`src/rtl/read_write_if.sv`:
```
// Controller/memory bus for the read_write sequencer: request, address and data lines
// from the controller, plus the command, address and data lines toward the pixel SRAM.
interface read_write_if #(
  parameter int ADDR_W = 8,
  parameter int DATA_W = 8
);
  logic              start_read;
  logic              start_write;
  logic [ADDR_W-1:0] addr_r_mc;
  logic [ADDR_W-1:0] addr_w_mc;
  logic [DATA_W-1:0] data_w;
  logic [DATA_W-1:0] data_r;
  logic              busy;
  logic [1:0]        instruction;
  logic [ADDR_W-1:0] addr_r;
  logic [ADDR_W-1:0] addr_w;
  logic [DATA_W-1:0] data_w_o;
  logic [DATA_W-1:0] data_r_o;
  logic              write_done;

  modport master (
    output start_read, start_write, addr_r_mc, addr_w_mc, data_w, data_r, busy,
    input  instruction, addr_r, addr_w, data_w_o, data_r_o, write_done
  );

  modport slave (
    input  start_read, start_write, addr_r_mc, addr_w_mc, data_w, data_r, busy,
    output instruction, addr_r, addr_w, data_w_o, data_r_o, write_done
  );
endinterface

```
`src/rtl/read_write.sv`:
```
// Memory-access sequencer: turns level-held read/write requests into one SRAM command,
// waiting on busy, returning read data and pulsing write_done on write completion.
module read_write #(
  parameter int ADDR_W = 8,
  parameter int DATA_W = 8
) (
  input  logic          clk,
  input  logic          n_rst,
  read_write_if.slave   bus
);

  typedef enum logic [2:0] {
    IDLE, RD_CMD, RD_WAIT, RD_HOLD, WR_CMD, WR_WAIT, WR_HOLD
  } state_t;

  localparam logic [1:0] CMD_IDLE  = 2'b00;
  localparam logic [1:0] CMD_READ  = 2'b01;
  localparam logic [1:0] CMD_WRITE = 2'b10;

  state_t            state, state_nxt;
  logic              ld_rd, ld_wr, cap_rd, pulse_wr;
  logic [1:0]        instr_q;
  logic [ADDR_W-1:0] addr_r_q, addr_w_q;
  logic [DATA_W-1:0] data_w_q, data_r_q;
  logic              write_done_q;

  // Command code is a pure function of the state, registered from the next state
  function automatic logic [1:0] cmd_of(input state_t s);
    case (s)
      RD_CMD, RD_WAIT, RD_HOLD: cmd_of = CMD_READ;
      WR_CMD, WR_WAIT, WR_HOLD: cmd_of = CMD_WRITE;
      default:                  cmd_of = CMD_IDLE;
    endcase
  endfunction

  always_comb begin
    state_nxt = state;
    ld_rd     = 1'b0;
    ld_wr     = 1'b0;
    cap_rd    = 1'b0;
    pulse_wr  = 1'b0;
    case (state)
      IDLE: begin
        if (!bus.busy) begin
          if (bus.start_read) begin
            state_nxt = RD_CMD;
            ld_rd     = 1'b1;
          end else if (bus.start_write) begin
            state_nxt = WR_CMD;
            ld_wr     = 1'b1;
          end
        end
      end
      RD_CMD:  state_nxt = RD_WAIT;
      RD_WAIT: begin
        if (!bus.busy) begin
          state_nxt = RD_HOLD;
          cap_rd    = 1'b1;
        end
      end
      RD_HOLD: if (!bus.start_read) state_nxt = IDLE;
      WR_CMD:  state_nxt = WR_WAIT;
      WR_WAIT: begin
        if (!bus.busy) begin
          state_nxt = WR_HOLD;
          pulse_wr  = 1'b1;
        end
      end
      WR_HOLD: if (!bus.start_write) state_nxt = IDLE;
      default: state_nxt = IDLE;
    endcase
  end

  always_ff @(posedge clk or negedge n_rst) begin
    if (!n_rst) begin
      state        <= IDLE;
      instr_q      <= CMD_IDLE;
      addr_r_q     <= '0;
      addr_w_q     <= '0;
      data_w_q     <= '0;
      data_r_q     <= '0;
      write_done_q <= 1'b0;
    end else begin
      state        <= state_nxt;
      instr_q      <= cmd_of(state_nxt);
      write_done_q <= pulse_wr;
      if (ld_rd)  addr_r_q <= bus.addr_r_mc;
      if (ld_wr) begin
        addr_w_q <= bus.addr_w_mc;
        data_w_q <= bus.data_w;
      end
      if (cap_rd) data_r_q <= bus.data_r;
    end
  end

  assign bus.instruction = instr_q;
  assign bus.addr_r      = addr_r_q;
  assign bus.addr_w      = addr_w_q;
  assign bus.data_w_o    = data_w_q;
  assign bus.data_r_o    = data_r_q;
  assign bus.write_done  = write_done_q;

endmodule

```
`src/flat_wrapper.sv`:
```
// flat-port wrapper written by rule: the top's interface ports become plain ports
module read_write_flat 
#(
  parameter int ADDR_W = 8,
  parameter int DATA_W = 8
)
  (clk, n_rst, bus_start_read, bus_start_write, bus_addr_r_mc, bus_addr_w_mc, bus_data_w, bus_data_r, bus_busy, bus_instruction, bus_addr_r, bus_addr_w, bus_data_w_o, bus_data_r_o, bus_write_done);
  read_write_if #(.ADDR_W(ADDR_W), .DATA_W(DATA_W)) bus_i ();
  input  logic clk;
  input  logic n_rst;
  input wire logic [$bits(bus_i.start_read)-1:0] bus_start_read;
  input wire logic [$bits(bus_i.start_write)-1:0] bus_start_write;
  input wire logic [$bits(bus_i.addr_r_mc)-1:0] bus_addr_r_mc;
  input wire logic [$bits(bus_i.addr_w_mc)-1:0] bus_addr_w_mc;
  input wire logic [$bits(bus_i.data_w)-1:0] bus_data_w;
  input wire logic [$bits(bus_i.data_r)-1:0] bus_data_r;
  input wire logic [$bits(bus_i.busy)-1:0] bus_busy;
  output wire logic [$bits(bus_i.instruction)-1:0] bus_instruction;
  output wire logic [$bits(bus_i.addr_r)-1:0] bus_addr_r;
  output wire logic [$bits(bus_i.addr_w)-1:0] bus_addr_w;
  output wire logic [$bits(bus_i.data_w_o)-1:0] bus_data_w_o;
  output wire logic [$bits(bus_i.data_r_o)-1:0] bus_data_r_o;
  output wire logic [$bits(bus_i.write_done)-1:0] bus_write_done;
  assign bus_i.start_read = bus_start_read;
  assign bus_i.start_write = bus_start_write;
  assign bus_i.addr_r_mc = bus_addr_r_mc;
  assign bus_i.addr_w_mc = bus_addr_w_mc;
  assign bus_i.data_w = bus_data_w;
  assign bus_i.data_r = bus_data_r;
  assign bus_i.busy = bus_busy;
  assign bus_instruction = bus_i.instruction;
  assign bus_addr_r = bus_i.addr_r;
  assign bus_addr_w = bus_i.addr_w;
  assign bus_data_w_o = bus_i.data_w_o;
  assign bus_data_r_o = bus_i.data_r_o;
  assign bus_write_done = bus_i.write_done;
  read_write #(.ADDR_W(ADDR_W), .DATA_W(DATA_W)) u_core (.clk(clk), .n_rst(n_rst), .bus(bus_i));
endmodule
```
`config.mk`:
```
export PLATFORM = sky130hd
export DESIGN_NAME = read_write_flat
export DESIGN_NICKNAME = d
export VERILOG_FILES = /design/src/rtl/read_write_if.sv /design/src/rtl/read_write.sv /design/src/flat_wrapper.sv
export SDC_FILE = /design/constraint.sdc
export NUM_CORES = 1
export LEC_CHECK = 0
export CAP_MARGIN = 20
export CORE_MARGIN = 2
export CORE_UTILIZATION = 42
export CTS_BUF_LIST = sky130_fd_sc_hd__clkbuf_2 sky130_fd_sc_hd__clkbuf_4 sky130_fd_sc_hd__clkbuf_8
export DETAILED_ROUTE_END_ITERATION = 10
export PLACE_DENSITY = 0.81
export RECOVER_POWER = 100
export SLEW_MARGIN = 10
export SYNTH_ARGS = -nofsm -noshare
export SYNTH_HDL_FRONTEND = slang
export SYNTH_SLANG_ARGS = --single-unit
export TNS_END_PERCENT = 5
```
`constraint.sdc`:
```
create_clock -name clk -period 2.1 [get_ports clk]
set_clock_uncertainty 0.1 [all_clocks]
set_input_delay 0.42 -clock clk [delete_from_list [all_inputs] [get_ports clk]]
set_output_delay 0.42 -clock clk [all_outputs]
set_load 0.01 [all_outputs]
```
# Yosys cells after proc, flatten, opt, wreduce, memory -nomap -nowiden
# Index checks and enable logic that the tools add are counted.
# op_classes
div	0
n_mul	0
bitwise_logic	0
mux	19
n_addsub	0
n_eq_ne	12
shift	0
n_reduce_logical	3
magnitude_cmp	0
# ops
op	n
2-to-1 mux 3 bit	7
case mux 3 bit (7 select lines)	1
equality test 3 bit (second input constant)	6
equality test 3 x 2 -> 1 bit (second input constant)	4
2-to-1 mux 1 bit	10
equality test 3 x 1 -> 1 bit (second input constant)	2
OR reduction 3 bit	2
case mux 2 bit (2 select lines)	1
logical NOT 3 bit	1
# word_totals
latch_bits	0
rom_bits	0
out_inout_bits	35
regBits	38
in_bits	37
ram_bits	0
n_memories	0

# Longest topological paths before layout
# logic_depth
word_depth	7
ltp_mapped	5
depth_no_buf	3

# Worst setup path before layout
# Ideal clock, no wire load.
# synth_timing
kind	register -> register
startpoint	reg u_core.state[0]
endpoint	reg u_core.addr_w_q[6], in the netlist u_core.bus.addr_w[6]
stages_incl_launch_ff	6
arrival_time_ns	1.441
setup_ns	0.125
setup_slack_ns	0.434
period_less_slack_ns	1.666
required_time_ns	1.875
cell_sequence	dfrtp_1 > buf_6 > nor4_4 > nand3_4 > buf_6 > mux2_4
# synth_between
elab_chain_cells	2
# synth_rtl
item	line_no	text
from (decl)	read_write.sv:20	state_t state, state_nxt;
from (signal assigned)	read_write.sv:84	state <= state_nxt;
logical NOT 3 bit	read_write.sv:42	case (state)
2-to-1 mux 1 bit	read_write.sv:42	
to (signal assigned)	read_write.sv:89	addr_w_q <= bus.addr_w_mc;
to (decl)	read_write.sv:23	logic [ADDR_W-1:0] addr_r_q, addr_w_q;
# Every way passes these cells.
# A chain may end at the register's enable or synchronous reset.

# Worst setup path after layout
# layout_timing
startpoint	in bus_busy
endpoint	reg u_core.data_r_q[0], in the netlist u_core.bus.data_r_o[0]
# layout_between
elab_chain_cells	2
# layout_rtl
item	line_no	text
from (decl)	flat_wrapper.sv:17	input wire logic [$bits(bus_i.busy)-1:0] bus_busy;
2-to-1 mux 1 bit	read_write.sv:56	if (!bus.busy) begin
2-to-1 mux 1 bit	read_write.sv:42	
to (signal assigned)	read_write.sv:92	if (cap_rd) data_r_q <= bus.data_r;
to (decl)	read_write.sv:24	logic [DATA_W-1:0] data_w_q, data_r_q;
# Every way passes these cells.

==> flow_summary.ini <==
[status]
outcome = finished, final reports clean

[clocking]
path_clk_slew_ps = 70
clk_latency_ps = 280
numCtsBuffers = 5
cts_tree = built
root_buffer = clkbuf_8
cts_setup_buffers = 0
cts_buffer_depth = 2
htreeDepth = 2
cts_sinks = 38

[setup_path]
critPathArrivalTime_ps = 2000
r2r_cells = 3
rr_endpoint = u_core.bus.addr_r[4]
cp_top_family = buffers and inverters
worstReg2RegStart = u_core.state[0]
worstSetupPathType = input pin to flop
r2r_slack_ps = 320
start_kind = input pin
path_cells = dlygate4sd3_1 > clkbuf_1 > nor4_4 > clkbuf_2 > mux2_2
critical-path-slowest-cell = dlygate4sd3_1
max_stage_delay_ps = 590
crit_buf_inv = 3
end_kind = flop
crit_required_ps = 2160
crit_cells = 5
path_max_fanout = 8

[synthesis]
yosysWarnings = 0
syn_nets = 136
ys_types = 22
synth.avg_cell_area_sq_um = 15.68
syn_inst = 99
ys_seq_area_frac = 0.6124
syn_area_sq_um = 1553
ys_ff_latch = 38

[floorplan]
initial_core_util = 0.4306
rows = 22
die_w_microns = 64.80
die_y_microns = 64.80
fp.dieArea_sq_um = 4199
core_area_sq_um = 3606
io_pins = 72

[drt]
vias_per_cell = 4.934
avgRoutedWirePerCell_microns = 14.01
vias = 1115
drc_errors = 0
drt_first_pass_iters = 4
wl_microns = 3167
drtIter0Drc = 49
ant_nets = 0

[timing]
slew_headroom = 0.3977
fin_setup_tns_ps = 0
finalHoldViolations = 0
tightest_slew_ps = 903.5
setup_viol = 0
period_minus_slack_ps = 1937
max_freq_mhz = 516.3
drv_slew = 0
grt_setup_unrepaired = no
period_share = 0.9222

[cells_and_area]
nFillCells = 266
fin_nets = 214
layoutNonFillerInstCount = 226
multi_input_area_sq_um = 528.0
final_common_cell = dfrtp_1
area_growth_pct = 53.91
final_cell_mix = dfrtp_1, dlygate4sd3_1, clkdlybuf4s50_1
drive_gt1_frac = 0.2135
regArea_sq_um = 950.9
antenna_cells = 0

[placement]
gp_congestion = 0.8474
numPortBuffers = 71
dp.final_hpwl_microns = 2387
dp.cells = 217

[grt]
grt_max_degree = 39
track_usage = 0.1744
grt_overflow_total = 0
grt_pass1_vias = 1174
antenna_found_initial = 0
grt_first_pass_wirelength_microns = 5554

[power_and_ir_drop]
switching_power_w = 0.0009637
seqPwrFrac = 0.412
comb_power_share = 0.410
p_per_area_nw_per_um2 = 1328
switching_share = 0.3037
power_w = 0.003173
leakage_nw = 1.036
power.share.clock = 0.178
intPower_w = 0.002209
ir_drop_v = 0.0006971

[job]
drv_cap = 0

[hold_path]
whs_path_depth = 1
min-delay-start = u_core.bus.data_w_o[6]
holdPathEnd = u_core.bus.data_w_o[6]
holdCritPathClass = flop to flop
sequential cells by signal, indices dropped and copies added, names as in the netlist:
register,cells
u_core.bus.data_r_o,8
u_core.bus.addr_r,8
u_core.bus.addr_w,8
u_core.bus.instruction,2
u_core.bus.write_done,1
u_core.state,3
u_core.bus.data_w_o,8
how the worst max path moves through the flow:
stage                    startpoint                     end  slack, ps
floorplan           u_core.state[0]    u_core.bus.addr_w[6]        430
global placement           bus_busy  u_core.bus.data_w_o[3]        110
detailed placement         bus_busy  u_core.bus.data_w_o[2]         60
CTS                 u_core.state[0]  u_core.bus.data_w_o[2]        280
global route               bus_busy  u_core.bus.data_r_o[0]        150
finish                     bus_busy  u_core.bus.data_r_o[0]        160
synthesized netlist by cell type:
| cell type | count | share of area |
|---|---|---|
| nand2_1 | 5 | 0.012 |
| inv_1 | 2 | 0.0048 |
| mux2_4 | 8 | 0.077 |
| nand2b_1 | 2 | 0.0081 |
| inv_2 | 1 | 0.0024 |
| a311oi_1 | 1 | 0.0056 |
| a22oi_1 | 2 | 0.0097 |
| a21oi_1 | 1 | 0.0032 |
| mux2_2 | 23 | 0.17 |
| nor2b_1 | 1 | 0.0040 |
| mux2_1 | 1 | 0.0073 |
| a31oi_1 | 2 | 0.0081 |
| nor3_1 | 2 | 0.0064 |
| nand3_4 | 1 | 0.011 |
| buf_6 | 2 | 0.015 |
| clkbuf_2 | 1 | 0.0032 |
| dfrtp_1 | 38 | 0.61 |
| buf_2 | 1 | 0.0032 |
| o21bai_1 | 1 | 0.0048 |
| o22ai_1 | 1 | 0.0040 |
| o21ai_0 | 1 | 0.0032 |
| nor4_4 | 2 | 0.027 |
power groups by stage:
stage	registers [W]	logic, W	clock network [W]
after floorplan	0.00141	0.000614	0
after global placement	0.00132	0.00147	0
after detailed placement	0.00134	0.00151	0
after CTS	0.00133	0.00152	0.000586
after global routing	0.00136	0.00140	0.000620
final	0.00131	0.00130	0.000564
cells by family (layout without fill, tap and decap cells):
| family | after synthesis | in the layout | share of synthesized area |
|---|---|---|---|
| buf+inv | 7 | 86 | 0.02820 |
| simple gates | 13 | 13 | 0.06930 |
| compound gates | 9 | 9 | 0.03867 |
| flops | 38 | 38 | 0.6124 |
| mux | 32 | 32 | 0.2514 |
worst register-to-register path, delay by kind of cell, from the launching register on:
kind             cells  cell delay [ps]
DFF                  1              510
and+or+nand+nor      2              700
muxes                1              360
layout make-up:
class                   instances  area share
well taps                      48     0.02513
flip-flops and latches         38      0.3979
repair buffers                 75      0.3052
inverters                       3    0.004712
clock buffers                   8     0.04607
multi-input cells              54      0.2209
stage by stage:
stage	instance area (sq um)	util	hold slack [ps]	setup slack [ps]
4_1_cts	2441	0.6770	411.5	282.4
2_1_floorplan	1553	-	24.41	434.0
3_5_place_dp	2321	0.6437	302.5	57.93
3_3_place_gp	2321	0.6437	295.1	108.3
5_1_grt	2390	0.6627	417.8	145.8
6_report	2390	0.6627	388.7	163.3
layer usage:
| metal | global-route usage | share of wire | vias to the layer above |
|---|---|---|---|
| met2 | 0.2732 | 0.49 | 54 |
| met1 | 0.2212 | 0.41 | 546 |
| met5 | 0 | 0 | - |
| met3 | 0.04861 | 0.080 | 7 |
| li1 | - | - | 508 |
| met4 | 0.08777 | 0.022 | 0 |
repair_timing:
item / 4_1_cts / 5_1_grt
hold buffers: 1 / 0
gates resized for setup: 0 / 0
endpoints found under the hold margin: 36 / 0
Power figures use the tool's default switching activity.
